`src/rtl/urv_exceptions.sv`:
```
`default_nettype none
// ============================================================================
// Module      : urv_exceptions
// Description : Machine-mode trap and interrupt controller for the uRV core,
//               sitting in the X (execute) stage. Owns mstatus, mie, mip,
//               mepc and mcause. It decides trap entry and mret return, and
//               drives the pipeline redirect for both.
// Revision    : 1.0 - initial release
// ----------------------------------------------------------------------------
// Parameters:
//   TRAP_VECTOR          fetch address on trap entry (bits [1:0] must be 0)
//   IRQ_SYNC_STAGES      depth of the irq_i synchroniser, 2..3
// Ports:
//   clk_i                core clock
//   rst_i                asynchronous reset, active low
//   x_stall_i            X stage stalled, nothing commits
//   x_kill_i             X instruction squashed, no commit and no trap
//   x_valid_i            X holds a real instruction (not a bubble)
//   x_pc_i               PC of the X instruction
//   x_is_csr_i           X instruction is a CSR access
//   x_csr_sel_i          CSR address of the X instruction
//   x_csr_write_value_i  new CSR value computed by the CSR unit
//   x_is_mret_i          X instruction is mret
//   x_exception_i        X instruction raised a synchronous exception
//   x_exception_cause_i  exception cause code (2, 3 or 11)
//   irq_i                external interrupt, level, asynchronous
//   timer_tick_i         one-cycle pulse on timer compare match
//   csr_*_o              read values of the owned CSRs
//   x_redirect_o         kill younger instructions, fetch from x_redirect_pc_o
//   x_redirect_pc_o      TRAP_VECTOR on trap, mepc on mret
//   x_trap_taken_o       a trap is entered this cycle
// ============================================================================
module urv_exceptions #(
   parameter logic [31:0] TRAP_VECTOR     = 32'h0000_0008,
   parameter int          IRQ_SYNC_STAGES = 2
) (
   input  logic        clk_i,
   input  logic        rst_i,

   input  logic        x_stall_i,
   input  logic        x_kill_i,
   input  logic        x_valid_i,
   input  logic [31:0] x_pc_i,
   input  logic        x_is_csr_i,
   input  logic [11:0] x_csr_sel_i,
   input  logic [31:0] x_csr_write_value_i,
   input  logic        x_is_mret_i,
   input  logic        x_exception_i,
   input  logic [3:0]  x_exception_cause_i,

   input  logic        irq_i,
   input  logic        timer_tick_i,

   output logic [31:0] csr_mstatus_o,
   output logic [31:0] csr_mip_o,
   output logic [31:0] csr_mie_o,
   output logic [31:0] csr_mepc_o,
   output logic [31:0] csr_mcause_o,

   output logic        x_redirect_o,
   output logic [31:0] x_redirect_pc_o,
   output logic        x_trap_taken_o
);

   // CSR addresses handled here
   localparam logic [11:0] c_csr_mstatus = 12'h300;
   localparam logic [11:0] c_csr_mie     = 12'h304;
   localparam logic [11:0] c_csr_mepc    = 12'h341;
   localparam logic [11:0] c_csr_mcause  = 12'h342;
   localparam logic [11:0] c_csr_mip     = 12'h344;

   // Interrupt cause codes
   localparam logic [3:0]  c_cause_ext   = 4'd11;
   localparam logic [3:0]  c_cause_timer = 4'd7;

   // The vector is word aligned whatever the caller passes in
   localparam logic [31:0] c_trap_vector = {TRAP_VECTOR[31:2], 2'b00};

   // -------------------------------------------------------------------------
   // Architectural state
   // -------------------------------------------------------------------------
   logic                       r_mstatus_mie;
   logic                       r_mstatus_mpie;
   logic                       r_mie_mtie;
   logic                       r_mie_meie;
   logic                       r_mip_mtip;
   logic [29:0]                r_mepc;          // mepc[31:2]
   logic                       r_mcause_irq;
   logic [3:0]                 r_mcause_code;
   logic [IRQ_SYNC_STAGES-1:0] r_irq_sync;

   // -------------------------------------------------------------------------
   // Decision logic
   // -------------------------------------------------------------------------
   logic       w_meip;
   logic       w_commit;
   logic       w_int_ext;
   logic       w_int_timer;
   logic       w_trap_req;
   logic       w_trap_taken;
   logic       w_trap_is_irq;
   logic [3:0] w_trap_code;
   logic       w_mret_taken;
   logic       w_csr_we;
   logic       w_unused;

   assign w_meip      = r_irq_sync[IRQ_SYNC_STAGES-1];

   // Qualifying with rst_i makes the redirect drop the instant reset is
   // asserted, even though the X inputs may still look like a trap.
   assign w_commit    = rst_i & x_valid_i & ~x_stall_i & ~x_kill_i;

   assign w_int_ext   = r_mstatus_mie & r_mie_meie & w_meip;
   assign w_int_timer = r_mstatus_mie & r_mie_mtie & r_mip_mtip;

   // A request may exist during a stall; it only fires on a committing cycle,
   // so a stalled instruction keeps its slot until it can actually be replaced.
   assign w_trap_req   = rst_i & x_valid_i & ~x_kill_i
                       & (x_exception_i | w_int_ext | w_int_timer);
   assign w_trap_taken = w_trap_req & w_commit;

   // Priority: synchronous exception, then external, then timer
   always_comb begin
      w_trap_is_irq = 1'b0;
      w_trap_code   = x_exception_cause_i;
      if (!x_exception_i) begin
         w_trap_is_irq = 1'b1;
         w_trap_code   = w_int_ext ? c_cause_ext : c_cause_timer;
      end
   end

   // A trap swallows the X instruction entirely: no mret, no CSR write
   assign w_mret_taken = w_commit & ~w_trap_taken & x_is_mret_i;
   assign w_csr_we     = w_commit & ~w_trap_taken & ~x_is_mret_i & x_is_csr_i;

   // The saved PC is word aligned, so the low PC bits carry no information
   assign w_unused = ^x_pc_i[1:0];

   // -------------------------------------------------------------------------
   // irq_i synchroniser (runs regardless of commit)
   // -------------------------------------------------------------------------
   always_ff @(posedge clk_i or negedge rst_i) begin
      if (!rst_i) begin
         r_irq_sync <= '0;
      end else begin
         r_irq_sync <= {r_irq_sync[IRQ_SYNC_STAGES-2:0], irq_i};
      end
   end

   // -------------------------------------------------------------------------
   // MTIP: sticky, set by the timer tick even without a commit. A tick in
   // the same cycle as a clearing mip write keeps the bit set so that no
   // timer event is lost.
   // -------------------------------------------------------------------------
   always_ff @(posedge clk_i or negedge rst_i) begin
      if (!rst_i) begin
         r_mip_mtip <= 1'b0;
      end else if (timer_tick_i) begin
         r_mip_mtip <= 1'b1;
      end else if (w_csr_we && (x_csr_sel_i == c_csr_mip)) begin
         r_mip_mtip <= x_csr_write_value_i[7];
      end
   end

   // -------------------------------------------------------------------------
   // mstatus / mie / mepc / mcause update
   // -------------------------------------------------------------------------
   always_ff @(posedge clk_i or negedge rst_i) begin
      if (!rst_i) begin
         r_mstatus_mie  <= 1'b0;
         r_mstatus_mpie <= 1'b0;
         r_mie_mtie     <= 1'b0;
         r_mie_meie     <= 1'b0;
         r_mepc         <= '0;
         r_mcause_irq   <= 1'b0;
         r_mcause_code  <= '0;
      end else if (w_trap_taken) begin
         // For interrupts this is the PC of the replaced instruction, which
         // will be re-executed after mret.
         r_mepc         <= x_pc_i[31:2];
         r_mcause_irq   <= w_trap_is_irq;
         r_mcause_code  <= w_trap_code;
         r_mstatus_mpie <= r_mstatus_mie;
         r_mstatus_mie  <= 1'b0;
      end else if (w_mret_taken) begin
         r_mstatus_mie  <= r_mstatus_mpie;
         r_mstatus_mpie <= 1'b1;
      end else if (w_csr_we) begin
         case (x_csr_sel_i)
            c_csr_mstatus: begin
               r_mstatus_mie  <= x_csr_write_value_i[3];
               r_mstatus_mpie <= x_csr_write_value_i[7];
            end
            c_csr_mie: begin
               r_mie_mtie <= x_csr_write_value_i[7];
               r_mie_meie <= x_csr_write_value_i[11];
            end
            c_csr_mepc: begin
               r_mepc <= x_csr_write_value_i[31:2];
            end
            c_csr_mcause: begin
               r_mcause_irq  <= x_csr_write_value_i[31];
               r_mcause_code <= x_csr_write_value_i[3:0];
            end
            default: begin
               // mip is handled with MTIP; other addresses are not ours
            end
         endcase
      end
   end

   // -------------------------------------------------------------------------
   // Read values (unimplemented bits read 0, MPP hardwired to machine mode)
   // -------------------------------------------------------------------------
   assign csr_mstatus_o = {19'b0, 2'b11, 3'b0, r_mstatus_mpie, 3'b0,
                           r_mstatus_mie, 3'b0};
   assign csr_mie_o     = {20'b0, r_mie_meie, 3'b0, r_mie_mtie, 7'b0};
   assign csr_mip_o     = {20'b0, w_meip, 3'b0, r_mip_mtip, 7'b0};
   assign csr_mepc_o    = {r_mepc, 2'b00};
   assign csr_mcause_o  = {r_mcause_irq, 27'b0, r_mcause_code};

   // -------------------------------------------------------------------------
   // Pipeline redirect
   // -------------------------------------------------------------------------
   assign x_trap_taken_o  = w_trap_taken;
   assign x_redirect_o    = w_trap_taken | w_mret_taken;
   assign x_redirect_pc_o = w_trap_taken ? c_trap_vector : csr_mepc_o;

endmodule
`default_nettype wire

```
`config.mk`:
```
export PLATFORM = sky130hd
export DESIGN_NAME = urv_exceptions
export DESIGN_NICKNAME = d
export VERILOG_FILES = /design/src/rtl/urv_exceptions.sv
export SDC_FILE = /design/constraint.sdc
export NUM_CORES = 1
export LEC_CHECK = 0
export ABC_AREA = 1
export CAP_MARGIN = 30
export CORE_ASPECT_RATIO = 0.75
export CORE_MARGIN = 2
export CORE_UTILIZATION = 34
export CTS_CLUSTER_DIAMETER = 50
export DETAILED_ROUTE_END_ITERATION = 7
export GPL_TIMING_DRIVEN = 0
export PLACE_DENSITY = 0.82
export SYNTH_ARGS = -nofsm -noshare
export SYNTH_HDL_FRONTEND = slang
export SYNTH_SLANG_ARGS = --single-unit
export TNS_END_PERCENT = 20
```
`constraint.sdc`:
```
create_clock -name clk_i -period 2.6 [get_ports clk_i]
set_clock_uncertainty 0.15 [all_clocks]
set_input_delay 0.78 -clock clk_i [delete_from_list [all_inputs] [get_ports clk_i]]
set_output_delay 0.78 -clock clk_i [all_outputs]
set_load 0.1 [all_outputs]
```
==> results of run 1 <==
[logic make-up after synthesis]
logic type      count (synthesis)
flops                          42
compound gates                  9
buf+inv                       189
simple gates                  286
other cells                     2
[through the flow]
step | TNS, ns | std cells | utilization [%] | setup WS [ns]
2_1_floorplan | -9.97 | 647 | - | -0.372
6_report | -2.14 | 970 | 65.6 | -0.119
3_5_place_dp | -56.11 | 944 | 59.2 | -1.78
5_1_grt | -3.30 | 970 | 65.6 | -0.148
3_3_place_gp | -200.93 | 943 | 59.0 | -3.39
4_1_cts | -4.84 | 965 | 65.0 | -0.163
[registers in the layout (all words and copies together), names as in the netlist]
| register | count |
|---|---|
| r_mstatus_mpie | 1 |
| r_mcause_code | 4 |
| r_mie_mtie | 1 |
| r_mie_meie | 1 |
| r_mcause_irq | 1 |
| r_mip_mtip | 1 |
| r_irq_sync | 2 |
| r_mstatus_mie | 1 |
| r_mepc | 30 |
[worst max-delay path, delay by kind of cell]
kind                   cells  cell delay (ns)
AOI/OAI and AO/OA          1             0.23
buffers and inverters      3             0.76
[power groups by stage]
stage,combinational (mW),clock [mW],sequential (mW)
after global routing,1.74,0.667,0.712
after CTS,1.67,0.635,0.707
after global placement,1.61,0,0.719
after floorplan,1.22,0,0.848
final,1.69,0.621,0.708
after detailed placement,1.62,0,0.720
[placed cells by master (no fill, tap or decap), types with 2 or more instances in the layout]
| cell type | n |
|---|---|
| sky130_fd_sc_hd__nand3b_1 | 2 |
| sky130_fd_sc_hd__buf_4 | 152 |
| sky130_fd_sc_hd__o21ai_0 | 3 |
| sky130_fd_sc_hd__conb_1 | 121 |
| sky130_fd_sc_hd__clkbuf_16 | 5 |
| sky130_fd_sc_hd__dfrtp_1 | 41 |
| sky130_fd_sc_hd__buf_16 | 5 |
| sky130_fd_sc_hd__nand2_1 | 189 |
| sky130_fd_sc_hd__nor2_4 | 30 |
| sky130_fd_sc_hd__nand3_2 | 2 |
| sky130_fd_sc_hd__nor2_1 | 10 |
| sky130_fd_sc_hd__clkdlybuf4s50_1 | 82 |
| sky130_fd_sc_hd__buf_2 | 5 |
| sky130_fd_sc_hd__nand3_4 | 2 |
| sky130_fd_sc_hd__nand3_1 | 44 |
| sky130_fd_sc_hd__nor3_1 | 2 |
| sky130_fd_sc_hd__inv_6 | 2 |
| sky130_fd_sc_hd__buf_12 | 33 |
| sky130_fd_sc_hd__dlygate4sd2_1 | 34 |
| sky130_fd_sc_hd__inv_1 | 38 |
| sky130_fd_sc_hd__buf_6 | 13 |
[Yosys cell counts]
library cell               number  area share (%)
sky130_fd_sc_hd__nor3_1         2            0.28
sky130_fd_sc_hd__inv_2          3            0.31
sky130_fd_sc_hd__inv_1         38             3.9
sky130_fd_sc_hd__nand3_4        1            0.48
sky130_fd_sc_hd__o21ai_0        3            0.42
sky130_fd_sc_hd__o21ai_1        1            0.14
sky130_fd_sc_hd__o211ai_1       1            0.21
sky130_fd_sc_hd__a21oi_1        1            0.14
sky130_fd_sc_hd__or2_2          1            0.17
sky130_fd_sc_hd__buf_4        132              27
sky130_fd_sc_hd__nand2_4        1            0.31
sky130_fd_sc_hd__conb_1         2            0.21
sky130_fd_sc_hd__o21bai_1       1            0.21
sky130_fd_sc_hd__nor2_1        39             4.1
sky130_fd_sc_hd__a21oi_4        1            0.45
sky130_fd_sc_hd__inv_6          1            0.24
sky130_fd_sc_hd__nand3_2        3            0.83
sky130_fd_sc_hd__buf_2          4            0.55
sky130_fd_sc_hd__nor2_2         1            0.17
sky130_fd_sc_hd__dfrtp_1       42              29
sky130_fd_sc_hd__o21ai_2        1            0.24
sky130_fd_sc_hd__buf_6         11             3.4
sky130_fd_sc_hd__nand3_1       44             6.1
sky130_fd_sc_hd__nand3b_1       2            0.42
sky130_fd_sc_hd__nor3b_1        1            0.21
sky130_fd_sc_hd__nand2_1      189              20
sky130_fd_sc_hd__nand4_1        1            0.17
sky130_fd_sc_hd__nand2_2        1            0.17
[layout make-up]
cell class | instances | area share (%)
clock buffers | 5 | 1.85
repair buffers | 180 | 30.7
well taps | 136 | 2.51
inverters | 42 | 2.82
repair inverters | 1 | 0.129
flip-flops and latches | 42 | 15.5
clock inverters | 3 | 0.314
multi-input cells | 416 | 29.0
plain buffers | 145 | 17.2
[path summary, 6_finish.rpt]
path | depth (start not counted) | endpoint | startpoint
worst max-delay path | 4 | x_redirect_o | x_is_mret_i
worst min-delay path | 0 | r_irq_sync[1] | r_irq_sync[0]
worst max register to register | 10 | r_mepc[23] | r_mie_meie
worst min register to register | 0 | r_irq_sync[1] | r_irq_sync[0]
max in group asynchronous | 3 | r_mepc[18] | rst_i
min in group asynchronous | 2 | r_irq_sync[0] | rst_i
[routing by layer]
layer	track usage, %	routed length (um)
met1	26.6	5120
met2	37.2	6180
met3	4.70	972
met4	3.50	99
met5	0	0
[timing repair]
action                     in CTS  in global routing
pin swaps                       8                  5
setup buffers                  10                  6
cloned                          4                  0
hold buffers                    0                  0
setup endpoints to repair      73                 33
resized for setup             364                 10
==> implementation parameters, run 1 <==
Parameter                              Value

Power and ir drop
  Proportion of power drawn by the clock network ... between 20% and 30%
  Max rail drop VDD ... approximately 250 uV
  Static power due to leakage ... 3.76 nW
  Switching power ... 1.56 mW
  Power density of the placed cells ... 445 nW/um2
  Internal ... about 1.5 mW
  Power share of the sequential group ... a little under a quarter
  Part of the power in combinational logic ... a little under three fifths
  Post-layout power ... 3.02 mW
  Switching portion of total power ... around half

GRT
  Number of antenna violations at the first check in global routing ... 0
  Vias in the first global route ... 3677
  Global-route wire length before repair ... 18600 um
  Pin count of the biggest net entering global routing ... 36
  Global route overflow ... 0
  Global-route usage over all layers ... a little over a fifth

Synth
  Post-synthesis share of cell area spent on full adders, half adders and majority gates ... 0%
  Synth unique cells ... 28
  Avg Inst Size Synth ... approximately 6.8 um2
  Xor-xnor portion of the synthesized cell area ... 0%
  Fraction of the mapped netlist area in compound gates ... under 10%
  Post-synthesis sequential area ratio ... between 20% and 30%
  Post-Syn Instances ... between 500 and 600
  Number of synthesis warnings ... 0
  Synthesized cell area ... 3610 um2
  Combinational family with the most area after synthesis ... buffers and inverters
  Post-synthesis sequential element count ... 42
  Post-synthesis share of cell area spent on and, or, nand and nor gates ... between 30% and 40%
  Portion of netlist area occupied by mux cells ... 0%

Setup path
  Largest driver fanout on the critical path ... 6
  Element type at the critical path end ... output pin
  CP arrival ... ~1.8 ns
  Critical-path top delay cell ... sky130_fd_sc_hd__clkdlybuf4s50_1
  Critical-path cell list ... clkdlybuf4s50_1, o21bai_4, inv_1, buf_6
  R2R Setup Slk ... 0.57 ns
  Startpoint class of the critical path ... primary input
  Kind of critical path ... in2out
  Delay contributed by the slowest stage of the critical path ... just over 0.5 ns
  Required time of the critical path ... roughly 1.7 ns

CTS
  Cts bufs inserted ... 5
  Root cell of the clock tree ... sky130_fd_sc_hd__clkbuf_16
  Maximum root-to-sink buffer count ... 2
  Number of sinks handled by clock tree synthesis ... 42
  Number of levels the H-tree was split into ... 2
  Latest clock arrival within the worst-skew pair ... roughly 0.28 ns
  Reg clk slew, reported paths ... around 0.06 ns
  TritonCTS clock tree ... built

Final layout
  Fill cells ... between 800 and 900
  Post-route standard cell area excluding fillers ... 6780 um2
  Reg area ... 1050 um2
  Synthesis-to-finish area growth ... 87.6%
  Area of the multi-input gates ... approximately 2000 um2
  Net total in the final layout ... between 900 and 1000
  Fraction of final layout cells sized beyond drive strength 1 ... a little under a third
  Inserted Diodes ... 0

Timing
  Max Freq ... 0.368 GHz
  Final WS setup ... -0.119 ns
  Time the final worst path needs with I/O delays and setup ... roughly 2.7 ns
  Post-Route Hold Slack ... 0.203 ns
  Relative max-transition margin ... approximately 34%
  RSZ-0062 raised after global routing ... true
  Setup violation total in the final timing report ... 32
  Total count of hold-check failures in the final report ... 0
  Crit share post-route ... 105%
  Transition time of the tightest slew-check pin ... approximately 1.0 ns
  Max-slew violations ... 0

Routing
  DR DRC count ... 0
  Via-per-instance ratio ... 3.92
  Number of vias after detailed routing ... 3803
  Routed wire length ... about 12000 um
  Count of routing violations after the opening detailed-route iteration ... around 140
  Router iterations before antenna repair ... 4
  Antenna Nets Post-Route ... 0
  Routed len/inst ... ~13 um

Min path
  Class of the tightest hold or removal check ... reg2reg

Floorplanning
  Area enclosed by the die boundary ... about 11000 um2
  Placement row count ... 32
  DIE HEIGHT ... just over 90 um
  I/O pin total ... approximately 280
  Core box area ... 10300 um2
  Width of the chip ... approximately 120 um
  Starting Density ... a little over a third

Placed design
  Placed inst area ... approximately 6100 um2
  GPL Wtd Cong ... between 0.8 and 0.9
  Buffers added on ports ... 160
  Detail Placement HPWL ... 9470 um

Status
  Violated checks ... negative setup slack
  Outcome ... finished, violations left

Flow run
  Max-cap viol count ... 0
Note: power is estimated with default switching activity, not from simulation.
==> inputs of run 2 (changes only) <==
CTS_CLUSTER_SIZE = 40   (was unset)
==> results of run 2 <==
Final layout, timing and power as in run 1 (identical DEF).
